===== src/rtl/dec_sync.sv =====
// Code-hold decoder: accepts a 2-bit priority-encoder index, holds its one-hot
// decode for HOLD cycles, then a single GAP cycle with a done pulse.
module dec_sync #(
  parameter int HOLD = 3
) (
  input  logic       clk,
  input  logic       rst,
  input  logic [1:0] in,
  input  logic       valid,
  output logic [3:0] out,
  output logic       busy,
  output logic       done,
  output logic       ovr
);

  typedef enum logic [1:0] {
    S_IDLE = 2'd0,
    S_HOLD = 2'd1,
    S_GAP  = 2'd2
  } state_t;

  localparam logic [3:0] CNT_LOAD = 4'(HOLD - 1);

  state_t     r_state, w_state_nxt;
  logic [3:0] r_cnt,   w_cnt_nxt;
  logic [1:0] r_code,  w_code_nxt;
  logic [3:0] r_out,   w_out_nxt;
  logic       r_busy,  w_busy_nxt;
  logic       r_done,  w_done_nxt;
  logic       r_ovr,   w_ovr_nxt;

  always_ff @(posedge clk or posedge rst) begin
    if (rst) begin
      r_state <= S_IDLE;
      r_cnt   <= 4'd0;
      r_code  <= 2'd0;
      r_out   <= 4'd0;
      r_busy  <= 1'b0;
      r_done  <= 1'b0;
      r_ovr   <= 1'b0;
    end else begin
      r_state <= w_state_nxt;
      r_cnt   <= w_cnt_nxt;
      r_code  <= w_code_nxt;
      r_out   <= w_out_nxt;
      r_busy  <= w_busy_nxt;
      r_done  <= w_done_nxt;
      r_ovr   <= w_ovr_nxt;
    end
  end

  // The edge leaving GAP may accept a new code, giving back-to-back
  // acceptances a period of HOLD+1 cycles.
  always_comb begin
    w_state_nxt = r_state;
    w_cnt_nxt   = r_cnt;
    w_code_nxt  = r_code;
    w_out_nxt   = r_out;
    w_busy_nxt  = r_busy;
    w_done_nxt  = 1'b0;
    w_ovr_nxt   = r_ovr;
    case (r_state)
      S_IDLE, S_GAP: begin
        if (valid) begin
          w_state_nxt = S_HOLD;
          w_code_nxt  = in;
          w_cnt_nxt   = CNT_LOAD;
          w_out_nxt   = 4'b0001 << in;
          w_busy_nxt  = 1'b1;
        end else begin
          w_state_nxt = S_IDLE;
          w_out_nxt   = 4'd0;
          w_busy_nxt  = 1'b0;
        end
      end
      S_HOLD: begin
        if (valid) begin
          w_ovr_nxt = 1'b1;
        end
        if (r_cnt == 4'd0) begin
          w_state_nxt = S_GAP;
          w_out_nxt   = 4'd0;
          w_done_nxt  = 1'b1;
          w_busy_nxt  = 1'b1;
        end else begin
          w_cnt_nxt = r_cnt - 4'd1;
          w_out_nxt = 4'b0001 << r_code;
        end
      end
      default: begin
        w_state_nxt = S_IDLE;
        w_cnt_nxt   = 4'd0;
        w_out_nxt   = 4'd0;
        w_busy_nxt  = 1'b0;
      end
    endcase
  end

  assign out  = r_out;
  assign busy = r_busy;
  assign done = r_done;
  assign ovr  = r_ovr;

endmodule

===== config.mk =====
export PLATFORM = sky130hd
export DESIGN_NAME = dec_sync
export DESIGN_NICKNAME = d
export VERILOG_FILES = /design/src/rtl/dec_sync.sv
export SDC_FILE = /design/constraint.sdc
export NUM_CORES = 1
export LEC_CHECK = 0
export ABC_AREA = 1
export BUFFER_PORTS_ARGS = -buffer_cell sky130_fd_sc_hd__buf_2
export CORE_ASPECT_RATIO = 0.9
export CORE_MARGIN = 2
export CORE_UTILIZATION = 34
export DETAILED_ROUTE_END_ITERATION = 7
export PLACE_DENSITY_LB_ADDON = 0.1
export REMOVE_ABC_BUFFERS = 1
export SETUP_SLACK_MARGIN = 0.02
export SLEW_MARGIN = 25
export SYNTH_ARGS = -nofsm -noshare
export SYNTH_HDL_FRONTEND = slang
export SYNTH_SLANG_ARGS = --single-unit
export TNS_END_PERCENT = 30

===== constraint.sdc =====
create_clock -name clk -period 3.3 [get_ports clk]
set_clock_uncertainty 0.05 [all_clocks]
set_input_delay 0.66 -clock clk [delete_from_list [all_inputs] [get_ports clk]]
set_output_delay 0.66 -clock clk [all_outputs]
set_load 0.03 [all_outputs]

==> summary.md, run 1 <==
| Metric | Value |
|---|---|
| Status | finished clean |
| Synth area leader | dfrtp_1 |
| Startpoint types | flip-flop |
| Vias in the first global route | 496 |
| Fill cell count | approximately 200 |
| Number of diodes | 0 |
| Total core area | 1910 sq um |
| # clock sinks | 15 |
| Sw Pwr | 0.369 mW |
| CP delay by family, top | flip-flops |
| Cell leakage power | 0.427 nW |
| Nets | 94 |
| Met3 Routed Length | 68 um |
| Count of cells resized by post-cts repair | 0 |
| CP Data Arrival Time | 860 ps |
| Seq/Total Area, Yosys | 0.542 |
| Crit path largest cell delay | 390 ps |
| Crit Path Max Fanout | 2 |
| Cell Area, Placed | 779 sq um |
| Clk Latency, worst-skew pair | 300 ps |
| Final non-filler cell area | roughly 810 sq um |
| Achievable Freq | roughly 640 MHz |
| Highest Signal Layer | met4 |
| Post-Synth Simple-Gate Area | 0.233 |
| R2R depth | 5 |
| Antenna violation net count after detailed routing | 0 |
| Met2 wire len | 507 um |
| Post-synth cell types | 18 |
| Largest net degree at the start of global routing | 16 |
| DR vias | 492 |
| Crit end category | output port |
| PortBufs | 11 |
| Initial Utilization | 0.362 |
| Via/cell ratio | 4.43 |
| Area Growth Syn to Fin | 16.8% |
| # H-tree levels | 1 |
| Slew headroom | 0.627 |
| I/O pin total | 12 |
| DRC violations left | 0 |
| Synth top area share | 0.542 |
| Setup WS pre-CTS | 1860 ps |
| Die height | 46.8 um |
| Fin crit period | 1570 ps |
| Clock power share | 0.141 |
| Max-Cap Viols | 0 |
| Clock transition at path regs | about 100 ps |
| Setup violators final | 0 |
| Worst-margin pin slew | 559 ps |
| Worst Hold Slack | 343 ps |
| Compound-Gate Fraction of Synth Area | 0.112 |
| Slowest-stage cell, CP | dfrtp_1 |
| CTS tree | yes |
| Maximum root-to-sink buffer count | 2 |
| FP Rows | 15 |
| DP HPWL | 906 um |
| Synth Cell Area | 693 sq um |
| Setup bufs post-CTS | 0 |
| Combinational share of power | 0.485 |
| Worst path depth | 1 |
| Largest family of logic cells by synthesized area | simple AND/OR/NAND/NOR gates |
| RSZ-0062 raised after global routing | no |
| Root Driver | clkbuf_4 |
| Crit path cell chain | buf_2 |
| WP buf/inv | 1 |
| FF/Latch Area | 375 sq um |
| Final period util | 0.477 |
| Flop pwr share | 0.375 |
| WS Path Type | reg -> out |
| Post-Synth XOR/XNOR Area | 0.0126 |
| Die area | 2420 sq um |
| Initial detailed-routing violation count | 8 |
| Share of layout cells above drive strength 1 | 0.302 |
| Grt ovf | 0 |
| Seq cells post-synth | 15 |
| Met1 WL | 576 um |
| Cells after synthesis | 71 |
| Final Hold Fails | 0 |
| DR WL/cell | 10.6 um |
| Final WS setup | approximately 1700 ps |
| Final Max Slew Viols | 0 |
| Critical Path RT | 2590 ps |
| Initial antenna violation count | 0 |
| HP Class | in -> async |
| Multi-input logic area | 273 sq um |
| Fin Setup TNS | 0 ps |
| Power density cells | 991 nW/um^2 |
| YS warnings | 0 |
| Maximum VDD drop | between 0.5 and 0.6 mV |
| CTS buffer count | 3 |
| Syn avg cell area | 9.76 sq um |
| Synth area leaders | dfrtp_1 54%, nand2_1 9.2%, inv_1 6.0% |
| Post-Synth Adder-Cell Area | 0.0361 |
| Internal | 0.433 mW |
| Post-synthesis mux area share | 0 |
| Sw Share | 0.460 |
| First-pass GRT wire length | around 2200 um |
| Total Wirelength | 1180 um |
| Total track usage | 0.133 |
| Die Span X | slightly above 50 um |
| Cts hold-fix bufs | 0 |
| Drt pass-1 iters | 4 |
| Final GP Congestion | 0.815 |
## worst paths after layout
path | start | endpoint | slack, ps
setup / recovery | busy | busy | 1730
hold / removal | rst | r_code[1] | 340
setup reg to reg | r_cnt[0] | out[0] | 2070
hold reg to reg | ovr | ovr | 410
max in group asynchronous | rst | r_cnt[3] | 2480
min in group clk | ovr | ovr | 410
## cell usage in the layout, fill, tap and decap left out
master,n
o21bai_1,1
nor2_1,4
o21ai_2,3
o22ai_1,4
clkbuf_4,3
ha_1,2
inv_2,1
nand2_1,17
o21ai_0,2
xor2_1,1
nand3_4,1
nor2_8,1
nor2_2,2
dfrtp_1,15
a21o_2,1
nand3_1,3
nand2_2,1
inv_1,11
buf_2,11
nand2_4,1
clkinvlp_4,1
## sequential cells by signal, indices dropped and copies added (netlist names)
signal and flops:
out 4, r_cnt 4, r_code 2, r_state 2, busy 1, done 1
ovr 1
## stage by stage
step,total power [mW],utilization,instances
after global routing,0.878,0.423,111
after global placement,0.698,0.407,107
after CTS,0.814,0.423,111
after detailed placement,0.698,0.407,107
after floorplan,0.611,-,71
final,0.802,0.423,111
## worst register-to-register path, stage by stage (launching register included)
cell     delay (ps)
dfrtp_1         410
inv_1           120
ha_1            230
nand2_1          80
nand2_2         140
o22ai_1          90
## synth_stat cells, drive strengths merged
| cell | instances |
|---|---|
| nand2 | 19 |
| dfrtp | 15 |
| inv | 12 |
| nor2 | 7 |
| o21ai | 5 |
| nand3 | 4 |
| o22ai | 4 |
| ha | 2 |
| a21o | 1 |
| o21bai | 1 |
| xor2 | 1 |
## layout make-up
| class | count | area share |
|---|---|---|
| Sequential cell | 15 | 0.464 |
| Clock inverter | 1 | 0.00927 |
| Timing Repair Buffer | 11 | 0.0680 |
| Clock buffer | 3 | 0.0278 |
| Multi-Input combinational cell | 44 | 0.337 |
| Tap cell | 25 | 0.0386 |
| Inverter | 12 | 0.0556 |
## power groups by stage
stage          clock [mW]  combinational [mW]  sequential [mW]
4_1_cts             0.119               0.394            0.302
3_5_place_dp            0               0.393            0.305
6_report            0.113               0.389            0.301
3_3_place_gp            0               0.392            0.306
5_1_grt             0.128               0.437            0.312
2_1_floorplan           0               0.251            0.360
## per-layer routing
metal	GRT usage	vias up
met4	0.0789	0
met3	0.0701	5
met2	0.182	7
li1	-	252
met5	0	-
met1	0.168	228
## cells by family (layout without fill, tap and decap cells)
family	Yosys count	after routing
adder cells (fa/ha/maj)	2	2
buffers and inverters	12	27
AO/OA/AOI/OAI	11	11
AND/OR/NAND/NOR	30	30
XOR/XNOR	1	1
flip-flops	15	15
(Power assumes the default switching activity.)
==> inputs of run 2 (changes only) <==
--- a/config.mk
+++ b/config.mk
@@ -5,7 +5,7 @@
 export SDC_FILE = /design/constraint.sdc
 export NUM_CORES = 1
 export LEC_CHECK = 0
-export ABC_AREA = 1
+export ABC_AREA = 0
 export BUFFER_PORTS_ARGS = -buffer_cell sky130_fd_sc_hd__buf_2
 export CORE_ASPECT_RATIO = 0.9
 export CORE_MARGIN = 2
==> constraint.sdc (replaced) <==
create_clock -name clk -period 1.55 [get_ports clk]
set_clock_uncertainty 0.05 [all_clocks]
set_input_delay 0.31 -clock clk [delete_from_list [all_inputs] [get_ports clk]]
set_output_delay 0.31 -clock clk [all_outputs]
set_load 0.03 [all_outputs]
==> run 2 against run 1 <==
Against the previous run:
- sequential share of layout area is 0.072 points lower
- largest power group unchanged
- sequential cell count stayed put
- critical endpoint is now r_cnt[1]
- via count is 4.3% lower
==> summary.md, run 2 <==
| Metric | Value |
|---|---|
| Initial detailed-routing violation count | 12 (was 8) |
| Total track usage | 0.125 (was 0.133) |
| CTS buffer count | 3 (unchanged) |
| DP HPWL | 880 um (was 906 um) |
| Power density cells | 2090 nW/um^2 (was 991 nW/um^2) |
| CTS tree | yes (unchanged) |
| Number of diodes | 0 (unchanged) |
| Grt ovf | 0 (unchanged) |
| Cell leakage power | 0.390 nW (was 0.427 nW) |
| Maximum root-to-sink buffer count | 2 (unchanged) |
| HP Class | in -> async (unchanged) |
| Vias in the first global route | 443 (was 496) |
| Maximum VDD drop | 0.947 mV (was 0.503 mV) |
| DRC violations left | 0 (unchanged) |
| Slew headroom | 0.638 (was 0.627) |
| # H-tree levels | 1 (unchanged) |
| Die height | 45.0 um (was 46.8 um) |
| WP buf/inv | 1 (unchanged) |
| Initial antenna violation count | 0 (unchanged) |
| Via/cell ratio | 4.71 (was 4.43) |
| Sw Share | 0.408 (was 0.460) |
| Commonest non-fill, non-tap cell in the layout | dfrtp_1 (was nand2_1) |
| Die area | 2230 sq um (was 2420 sq um) |
| Crit Path Max Fanout | 3 (was 2) |
| Sw Pwr | 0.691 mW (was 0.369 mW) |
| Die Span X | 49.6 um (was 51.6 um) |
| Cts hold-fix bufs | 0 (unchanged) |
| Final non-filler cell area | 811 sq um (was 810 sq um) |
| Clock transition at path regs | 90 ps (was 100 ps) |
| Synth area leaders | dfrtp_1 59%, ha_1 3.9%, o21ai_0 3.1% (was dfrtp_1 54%, nand2_1 9.2%, inv_1 6.0%) |
| Clock power share | 0.133 (was 0.141) |
| Worst-margin pin slew | 542 ps (was 559 ps) |
| Antenna violation net count after detailed routing | 0 (unchanged) |
| Nets | 84 (was 94) |
| Fraction of registers with async set or reset after synthesis | 1.00 (unchanged) |
| EDFF count, synth | 0 (unchanged) |
| I/O pin total | 12 (unchanged) |
| Root Driver | clkbuf_4 (unchanged) |
| Crit end category | flip-flop (was output port) |
| Initial Utilization | 0.370 (was 0.362) |
| Syn avg cell area | 11.4 sq um (was 9.76 sq um) |
| RSZ-0062 raised after global routing | yes (was no) |
| Dominant synthesized flop cell | dfrtp_1 (unchanged) |
| YS warnings | 0 (unchanged) |
| Total Wirelength | 1200 um (was 1180 um) |
| Seq/Total Area, Yosys | 0.591 (was 0.542) |
| Final std cells w/o fill | 100 (was 111) |
| Commonest cells post-synth | 15 x dfrtp_1, 5 x inv_1, 4 x o21ai_0 (was 17 x nand2_1, 15 x dfrtp_1, 11 x inv_1) |
| Setup violators final | 0 (unchanged) |
| Cells after DPL | 94 (was 107) |
| Synth area leader | dfrtp_1 (unchanged) |
| CP Data Arrival Time | 1670 ps (was 860 ps) |
| Share of layout cells above drive strength 1 | 0.382 (was 0.302) |
| Design Power | 1.69 mW (was 0.802 mW) |
| Cells after synthesis | 56 (was 71) |
| CP delay by family, top | flip-flops (unchanged) |
| Final period util | 0.996 |
| Drt pass-1 iters | 4 (unchanged) |
| Largest net degree at the start of global routing | 16 (unchanged) |
| Synth top area share | 0.591 (was 0.542) |
| # clock sinks | 15 (unchanged) |
| Max-Cap Viols | 0 (unchanged) |
| DR WL/cell | 12.0 um (was 10.6 um) |
| Combinational share of power | 0.485 (about the same) |
| Crit path largest cell delay | 400 ps (was 390 ps) |
| Achievable Freq | 647 MHz |
| Flop pwr share | 0.382 (was 0.375) |
| Crit path cell chain | inv_2, ha_4, or3b_4, o22a_1, o22a_1 (was buf_2) |
| Status | finished clean (unchanged) |
| DR vias | 471 (was 492) |
| WS Path Type | reg -> reg (was reg -> out) |
| Fin crit period | 1540 ps |
| Clk Latency, worst-skew pair | 280 ps (was 300 ps) |
| Synth Cell Area | 636 sq um (was 693 sq um) |
| Internal | 1.00 mW (was 0.433 mW) |
| Post-synth cell types | 22 (was 18) |
| FP Rows | 14 (was 15) |
| Most frequent cells in the layout | 15 x dfrtp_1, 11 x buf_2, 6 x buf_4 (was 17 x nand2_1, 15 x dfrtp_1, 11 x inv_1, 11 x buf_2) |
| First-pass GRT wire length | 2030 um (was 2160 um) |
| Final Hold Fails | 0 (unchanged) |
| Area Growth Syn to Fin | 27.6% (was 16.8%) |
| Count leader, synth | dfrtp_1 (was nand2_1) |
| Worst Hold Slack | 0.247 ps (was 343 ps) |
| Startpoint types | flip-flop (unchanged) |
| Final Max Slew Viols | 0 (unchanged) |
| Final GP Congestion | 0.748 (was 0.815) |
| Cell Area, Placed | 746 sq um (was 779 sq um) |
| Total core area | 1720 sq um (was 1910 sq um) |
| Seq cells post-synth | 15 (unchanged) |
| Slowest-stage cell, CP | dfrtp_1 (unchanged) |
| CP dominant cell by count | o22a_1 |
| Critical Path RT | 1680 ps (was 2590 ps) |
| PortBufs | 11 (unchanged) |
## run 2: cell types whose count changed in the layout (fill, tap and decap cells not counted), sizes merged, moves of 2 or more
cell	change
buf	+6
inv	-7
nand2	-16
nand2b	+3
nand3	-2
nor2	-3
nor2b	+2
o22a	+2
o32ai	+2
## run 2: worst reg2reg max path, delay by kind of cell, from the launching register on
kind	cells	cell delay, ps
adders and majority gates	1	130
buffers and inverters	1	90
and+or+nand+nor	1	380
AOI/OAI and AO/OA	2	380
DFF	1	400
## run 2: stage by stage
stage | utilization | TNS (ps) | worst slack (ps)
final | 0.472 | 0 | 5.57
after global routing | 0.472 | -70.1 | -64.2
after CTS | 0.468 | -5.88 | -5.88
after detailed placement | 0.434 | -28.2 | -28.2
after global placement | 0.434 | 0 | 11.2
after floorplan | - | -19.1 | -19.1
## run 2: final timing paths
path | startpoint | end | slack, ps | cells past startpoint
min in group clk | in[1] | out[1] | 190 | 2
hold reg to reg | ovr | ovr | 410 | 1
hold / removal | rst | r_cnt[3] | 0.2 | 2
setup / recovery | r_cnt[0] | r_cnt[1] | 6 | 5
setup reg to reg | r_cnt[0] | r_cnt[1] | 6 | 5
max in group asynchronous | rst | r_code[1] | 1090 | 2
## run 2: per-layer routing
metal,vias up,part of all wire,GRT usage
li1,239,-,-
met1,212,0.48,0.166
met2,16,0.44,0.195
met3,4,0.066,0.0397
met4,0,0.014,0.0500
met5,-,0,0
## run 2: repair_timing
item                                    CTS  global route
resized for setup                         5             2
setup buffers                             2             0
endpoints found under the setup margin    6             6
pin swaps                                 1             1
cloned                                    0             0
## run 2: power by group through the flow
stage / clock network, mW / logic [mW] / registers [mW]
after floorplan: 0 / 0.389 / 0.746
after global placement: 0 / 0.742 / 0.643
after detailed placement: 0 / 0.740 / 0.647
after CTS: 0.237 / 0.809 / 0.644
after global routing: 0.256 / 0.910 / 0.663
final: 0.225 / 0.821 / 0.647
## run 2: final cells by class
cell class	count	area, sq um
Sequential cell	15	375
Timing Repair Buffer	17	100
Inverter	5	18.8
Fill cell	175	906
Tap cell	24	30.0
Clock inverter	1	5.00
Clock buffer	3	22.5
Multi-Input combinational cell	35	259
## run 2: logic make-up (layout without fill, tap and decap cells)
kind of cell	count (synthesis)	after routing	share of synthesized area
and+or+nand+nor	17	17	0.144
DFF	15	15	0.591
AOI/OAI and AO/OA	14	14	0.156
buffers and inverters	6	26	0.0374
adders and majority gates	2	2	0.0394
muxes	2	2	0.0335
